==> config.mk <==
export PLATFORM = sky130hd
export DESIGN_NAME = mjpg_stream_parser_flat
export DESIGN_NICKNAME = d
export VERILOG_FILES = /design/src/rtl/mjpg_stream_parser_if.sv /design/src/rtl/mjpg_stream_parser.sv /design/src/flat_wrapper.sv
export SDC_FILE = /design/constraint.sdc
export NUM_CORES = 1
export LEC_CHECK = 0
export BUFFER_PORTS_ARGS = -buffer_cell sky130_fd_sc_hd__buf_4
export CAP_MARGIN = 20
export CELL_PAD_IN_SITES_DETAIL_PLACEMENT = 1
export CELL_PAD_IN_SITES_GLOBAL_PLACEMENT = 1
export CORE_MARGIN = 2
export CORE_UTILIZATION = 42
export DETAILED_ROUTE_END_ITERATION = 10
export PLACE_DENSITY_LB_ADDON = 0.1
export SLEW_MARGIN = 20
export SYNTH_ARGS = -nofsm -noshare
export SYNTH_HDL_FRONTEND = slang
export SYNTH_SLANG_ARGS = --single-unit
==> constraint.sdc <==
create_clock -name clk -period 2.65 [get_ports clk]
set_input_delay 0.3975 -clock clk [delete_from_list [all_inputs] [get_ports clk]]
set_output_delay 0.3975 -clock clk [all_outputs]
set_load 0.02 [all_outputs]
==> src/rtl/mjpg_stream_parser_if.sv <==
// Byte-stream bus between the MJPG encoder side and the stream parser.
// master drives the byte stream and observes results; slave is the parser.
interface mjpg_stream_parser_if #(
  parameter int unsigned DIM_W = 16
);
  logic             ivalid;
  logic [7:0]       ibyte;
  logic             ovalid;
  logic [7:0]       odata;
  logic             sof;
  logic             eof;
  logic             orst;
  logic             hdr_valid;
  logic [DIM_W-1:0] height;
  logic [DIM_W-1:0] width;
  logic             err;

  modport master (
    output ivalid, ibyte,
    input  ovalid, odata, sof, eof, orst, hdr_valid, height, width, err
  );

  modport slave (
    input  ivalid, ibyte,
    output ovalid, odata, sof, eof, orst, hdr_valid, height, width, err
  );
endinterface

==> src/rtl/mjpg_stream_parser.sv <==
// MJPG stream parser: locks to SOI, walks marker segments, captures SOF0 frame size
// and strips 0xFF00 stuffing from scan data. Every output is registered.
module mjpg_stream_parser #(
  parameter int unsigned DIM_W       = 16,
  parameter bit          REQUIRE_SOF = 1'b1
) (
  input logic                 clk,
  input logic                 rst,
  mjpg_stream_parser_if.slave bus
);

  typedef enum logic [2:0] {HUNT, H_FF, H_CODE, LEN_H, LEN_L, BODY, SCAN, S_FF} state_t;

  state_t      state_q, state_d;
  logic        hunt_ff_q, hunt_ff_d;
  logic [7:0]  code_q, code_d;
  logic [7:0]  len_hi_q, len_hi_d;
  logic [15:0] remain_q, remain_d;
  logic [2:0]  off_q, off_d;
  logic        seen_sof_q, seen_sof_d;
  logic        sof_arm_q, sof_arm_d;
  logic        hdr_valid_q, hdr_valid_d;
  logic [15:0] height_q, height_d;
  logic [15:0] width_q, width_d;
  logic        ovalid_q, ovalid_d;
  logic [7:0]  odata_q, odata_d;
  logic        sof_q, sof_d;
  logic        eof_q, eof_d;
  logic        orst_q, orst_d;
  logic        err_q, err_d;

  logic [7:0]  b;
  logic [15:0] len;
  logic        seg_end;

  assign b   = bus.ibyte;
  assign len = {len_hi_q, b};

  always_ff @(posedge clk) begin
    if (rst) begin
      state_q     <= HUNT;
      hunt_ff_q   <= 1'b0;
      code_q      <= '0;
      len_hi_q    <= '0;
      remain_q    <= '0;
      off_q       <= '0;
      seen_sof_q  <= 1'b0;
      sof_arm_q   <= 1'b0;
      hdr_valid_q <= 1'b0;
      height_q    <= '0;
      width_q     <= '0;
      ovalid_q    <= 1'b0;
      odata_q     <= '0;
      sof_q       <= 1'b0;
      eof_q       <= 1'b0;
      orst_q      <= 1'b0;
      err_q       <= 1'b0;
    end else begin
      state_q     <= state_d;
      hunt_ff_q   <= hunt_ff_d;
      code_q      <= code_d;
      len_hi_q    <= len_hi_d;
      remain_q    <= remain_d;
      off_q       <= off_d;
      seen_sof_q  <= seen_sof_d;
      sof_arm_q   <= sof_arm_d;
      hdr_valid_q <= hdr_valid_d;
      height_q    <= height_d;
      width_q     <= width_d;
      ovalid_q    <= ovalid_d;
      odata_q     <= odata_d;
      sof_q       <= sof_d;
      eof_q       <= eof_d;
      orst_q      <= orst_d;
      err_q       <= err_d;
    end
  end

  always_comb begin
    state_d     = state_q;
    hunt_ff_d   = hunt_ff_q;
    code_d      = code_q;
    len_hi_d    = len_hi_q;
    remain_d    = remain_q;
    off_d       = off_q;
    seen_sof_d  = seen_sof_q;
    sof_arm_d   = sof_arm_q;
    hdr_valid_d = hdr_valid_q;
    height_d    = height_q;
    width_d     = width_q;
    odata_d     = odata_q;
    ovalid_d    = 1'b0;
    sof_d       = 1'b0;
    eof_d       = 1'b0;
    orst_d      = 1'b0;
    err_d       = 1'b0;
    seg_end     = 1'b0;

    if (bus.ivalid) begin
      unique case (state_q)
        HUNT: begin
          hunt_ff_d = (b == 8'hFF);
          if (hunt_ff_q && b == 8'hD8) begin
            state_d     = H_FF;
            hunt_ff_d   = 1'b0;
            seen_sof_d  = 1'b0;
            hdr_valid_d = 1'b0;
          end
        end
        H_FF: begin
          if (b == 8'hFF) state_d = H_CODE;
          else begin
            err_d   = 1'b1;
            state_d = HUNT;
          end
        end
        H_CODE: begin
          code_d = b;
          if (b == 8'hFF) begin
            state_d = H_CODE;
          end else if (b == 8'hD8) begin
            state_d     = H_FF;
            seen_sof_d  = 1'b0;
            hdr_valid_d = 1'b0;
          end else if (b == 8'hD9 || (b[7:4] == 4'hC && b[1:0] != 2'b00)) begin
            err_d   = 1'b1;
            state_d = HUNT;
          end else if (b == 8'h01 || b[7:3] == 5'b11010) begin
            state_d = H_FF;
          end else begin
            state_d = LEN_H;
          end
        end
        LEN_H: begin
          len_hi_d = b;
          state_d  = LEN_L;
        end
        LEN_L: begin
          if (len < 16'd2) begin
            err_d   = 1'b1;
            state_d = HUNT;
          end else if (len == 16'd2) begin
            seg_end = 1'b1;
          end else begin
            remain_d = len - 16'd2;
            off_d    = '0;
            state_d  = BODY;
          end
        end
        BODY: begin
          // SOF0 payload: offset 0 is precision, then Y hi/lo, X hi/lo
          if (code_q == 8'hC0) begin
            if (off_q == 3'd1) height_d[15:8] = b;
            if (off_q == 3'd2) height_d[7:0]  = b;
            if (off_q == 3'd3) width_d[15:8]  = b;
            if (off_q == 3'd4) width_d[7:0]   = b;
          end
          if (off_q != 3'd7) off_d = off_q + 3'd1;
          remain_d = remain_q - 16'd1;
          if (remain_q == 16'd1) seg_end = 1'b1;
        end
        SCAN: begin
          if (b == 8'hFF) begin
            state_d = S_FF;
          end else begin
            ovalid_d  = 1'b1;
            odata_d   = b;
            sof_d     = sof_arm_q;
            sof_arm_d = 1'b0;
          end
        end
        S_FF: begin
          if (b == 8'h00) begin
            ovalid_d  = 1'b1;
            odata_d   = 8'hFF;
            sof_d     = sof_arm_q;
            sof_arm_d = 1'b0;
            state_d   = SCAN;
          end else if (b == 8'hFF) begin
            state_d = S_FF;
          end else if (b[7:3] == 5'b11010) begin
            orst_d  = 1'b1;
            state_d = SCAN;
          end else if (b == 8'hD8) begin
            eof_d       = 1'b1;
            state_d     = H_FF;
            seen_sof_d  = 1'b0;
            hdr_valid_d = 1'b0;
          end else begin
            eof_d   = 1'b1;
            err_d   = (b != 8'hD9);
            state_d = HUNT;
          end
        end
      endcase

      if (seg_end) begin
        if (code_q == 8'hC0) seen_sof_d = 1'b1;
        if (code_q == 8'hDA) begin
          if (REQUIRE_SOF && !seen_sof_q) begin
            err_d   = 1'b1;
            state_d = HUNT;
          end else begin
            hdr_valid_d = 1'b1;
            sof_arm_d   = 1'b1;
            state_d     = SCAN;
          end
        end else begin
          state_d = H_FF;
        end
      end
    end
  end

  assign bus.ovalid    = ovalid_q;
  assign bus.odata     = odata_q;
  assign bus.sof       = sof_q;
  assign bus.eof       = eof_q;
  assign bus.orst      = orst_q;
  assign bus.err       = err_q;
  assign bus.hdr_valid = hdr_valid_q;
  assign bus.height    = DIM_W'(height_q);
  assign bus.width     = DIM_W'(width_q);

endmodule
==> src/flat_wrapper.sv <==
// flat-port wrapper written by rule: the top's interface ports become plain ports
module mjpg_stream_parser_flat 
#(
  parameter int unsigned DIM_W       = 16,
  parameter bit          REQUIRE_SOF = 1'b1
)
  (clk, rst, bus_ivalid, bus_ibyte, bus_ovalid, bus_odata, bus_sof, bus_eof, bus_orst, bus_hdr_valid, bus_height, bus_width, bus_err);
  mjpg_stream_parser_if #(.DIM_W(DIM_W)) bus_i ();
  input logic clk;
  input logic rst;
  input wire logic [$bits(bus_i.ivalid)-1:0] bus_ivalid;
  input wire logic [$bits(bus_i.ibyte)-1:0] bus_ibyte;
  output wire logic [$bits(bus_i.ovalid)-1:0] bus_ovalid;
  output wire logic [$bits(bus_i.odata)-1:0] bus_odata;
  output wire logic [$bits(bus_i.sof)-1:0] bus_sof;
  output wire logic [$bits(bus_i.eof)-1:0] bus_eof;
  output wire logic [$bits(bus_i.orst)-1:0] bus_orst;
  output wire logic [$bits(bus_i.hdr_valid)-1:0] bus_hdr_valid;
  output wire logic [$bits(bus_i.height)-1:0] bus_height;
  output wire logic [$bits(bus_i.width)-1:0] bus_width;
  output wire logic [$bits(bus_i.err)-1:0] bus_err;
  assign bus_i.ivalid = bus_ivalid;
  assign bus_i.ibyte = bus_ibyte;
  assign bus_ovalid = bus_i.ovalid;
  assign bus_odata = bus_i.odata;
  assign bus_sof = bus_i.sof;
  assign bus_eof = bus_i.eof;
  assign bus_orst = bus_i.orst;
  assign bus_hdr_valid = bus_i.hdr_valid;
  assign bus_height = bus_i.height;
  assign bus_width = bus_i.width;
  assign bus_err = bus_i.err;
  mjpg_stream_parser #(.DIM_W(DIM_W), .REQUIRE_SOF(REQUIRE_SOF)) u_core (.clk(clk), .rst(rst), .bus(bus_i));
endmodule
==> reports/metrics.cfg <==
[run_status]
outcome=complete, no violations

[pwr]
finalPower_w=0.00328
power_density_nw_per_um2=614
p_leak_nw=1.97
irDropWorstVdd_mv=0.318

[critical_path]
crit_family=simple AND/OR/NAND/NOR gates
reg2reg_depth=6
criticalPathCategory=register to register
critPathCaptureType=register
required_ps=2920
cp.depth=6
cp_data_arrival_time_ps=2680
crit_chain=nor4_1 -> nand4_1 -> o21a_1 -> buf_4 -> a22oi_1 -> nor2_1
slowest_stage=nor4_1
path_buf_inv=1
startpoint_type=register
cp_max_fo=13
slowest_delay_ps=660

[detailed_routing]
wire_per_inst_um=19.0
drt-pass1-iter-count=5
vias=4583
drtIter0Drc=259
drc_errors=0
via_per_inst=5.85
routed_wirelength_um=14900
antenna_left=0

[layout]
final_core_util_pct=51.9
area_growth_pct=20.9
nFillCells=1330
most-common-layout-cells=nand2_1 (92), buf_4 (89), dfxtp_1 (87)
fin_nets=664
final_common_cell=nand2_1
drive_above_1_share_pct=18.4
num_antenna_cells=0

[logic_synthesis]
ys_seq_area_share_pct=39.5
yosysTopAreaCell=dfxtp_1
synth_nets=604
synth_edf_count=0
synth_xor_area_share_pct=1.98
async_flop_share_pct=0
synth_cell_types=59
syn_area_um2=4410
netlist_instances=583
synth_top_area_share_pct=39.5
synth_top_family_by_area=simple AND/OR/NAND/NOR gates
synthSimpleGateAreaFrac_pct=30.4
synthAdderAreaFrac_pct=3.01
synth_flop_cell=dfxtp_1
synth_mux_area_share_pct=2.27
synth_compound_area_share_pct=18.4
synth.area.top_cells=dfxtp_1 (39%), a21oi_1 (8.5%), nand2_1 (7.8%)
synth_warnings=0
postSynthAreaPerCell_um2=7.57
synth_seq_cells=87

[clocking]
clock_sinks=87
htreeDepth=3
post_cts.repair.setup_buffers=0
root_buffer=clkbuf_8
cts_hold_buf=0
clock_tree.buffer_depth=2
cts_tree=built
cts_resized=0
cts-buffers-inserted=9
insertion_delay_ps=380
clkTransAtPathRegs_ps=90

[die]
die_w_um=107
die_y_um=107
coreArea_um2=10300
ios=57
dieArea_um2=11300
initial_core_util_pct=42.9
fp-row-count=37

[sta]
hold_viol_final=0
grt_setup_unrepaired=false
setup_viol=0
clock_skew_ps=8.18
fin_setup_tns_ps=0
period_share_pct=91.2
max_freq_mhz=414
relSlewSlack_pct=52.7
min_period_ps=2420
finalMaxSlewViolations=0
fin_hold_ws_ps=333
worst_pin_slew_ps=703

[global_routing]
grt_antenna_before_repair=0
grt_overflow_total=0
track_usage_pct=26.9
grt_pass1_wl_um=24000
grt_pass1_vias=4610
grt_max_degree=56

[placement]
gp_congestion=0.971
io_buffer_count=56
hpwl_um=10400

[hold_path]
min_delay_path_depth=3
hold_class=input port to register

[flow_run]
maxCapViolations=0

==> synth_stat cells (9+ instances only) <==
library cell  number
nand3_1           35
nor3_1            33
a21oi_1           75
nor2_1            54
nand4_1           10
clkbuf_1          36
inv_1             11
nor4_1            10
o21ai_0           16
dfxtp_1           87
mux2i_1           10
nand2_1           92
ha_1               9
==> cell families after synthesis <==
kind of cell | count (synthesis)
and+or+nand+nor | 279
AOI/OAI and AO/OA | 134
muxes | 10
xor gates and xnor gates | 10
DFF | 87
adders and majority gates | 10
buffers and inverters | 53
==> power breakdown <==
group          total [W]  internal (W)  switching, W  leakage, nW
combinational   0.000745      0.000272      0.000473         1.16
sequential       0.00145       0.00137     0.0000858        0.701
clock            0.00108      0.000544      0.000532        0.112
==> through the flow <==
step           worst slack [ps]  cell area, um^2  cells
6_report                    234             5330    784
5_1_grt                    52.5             5330    784
4_1_cts                     252             5330    784
3_5_place_dp                208             5100    768
3_3_place_gp                227             5100    768
2_1_floorplan               315             4410    583
==> final cells by class <==
class	instances	area [um^2]	share of cell area (%)
multi-input cells	443	2480	46.4
flip-flops and latches	87	1740	32.7
repair buffers	89	668	12.5
well taps	136	170	3.19
clock buffers	9	124	2.32
clock inverters	7	105	1.97
inverters	13	48.8	0.915
==> state kept, by name, indices dropped and copies added, names as in the netlist, 3 cells and up <==
| signal | count |
|---|---|
| u_core.bus.odata | 8 |
| u_core.remain_q | 16 |
| u_core.state_q | 3 |
| u_core.code_q | 8 |
| u_core.off_q | 3 |
| u_core.bus.width | 16 |
| u_core.bus.height | 16 |
| u_core.len_hi_q | 8 |
==> routing by layer <==
metal  track usage [%]  vias up  routed length [um]
met3              4.23       26                 644
met1              36.5     2248                6950
li1                  -     2196                   -
met2              43.7      113                7020
met4              9.37        0                 267
met5                 0        -                   0
==> tightest hold or removal path: cells and delay by family <==
family / cells / cell delay [ps]
buf+inv: 1 / 160
simple gates: 1 / 60
compound gates: 1 / 50
==> worst paths after layout <==
| check | slack, ps | start | end |
|---|---|---|---|
| min reg2reg | 460 | u_core.sof_arm_q | u_core.sof_arm_q |
| min | 330 | bus_ibyte[5] | u_core.len_hi_q[5] |
| max reg2reg | 230 | u_core.len_hi_q[0] | u_core.remain_q[14] |
| max | 230 | u_core.len_hi_q[0] | u_core.remain_q[14] |
(Power assumes the default switching activity.)
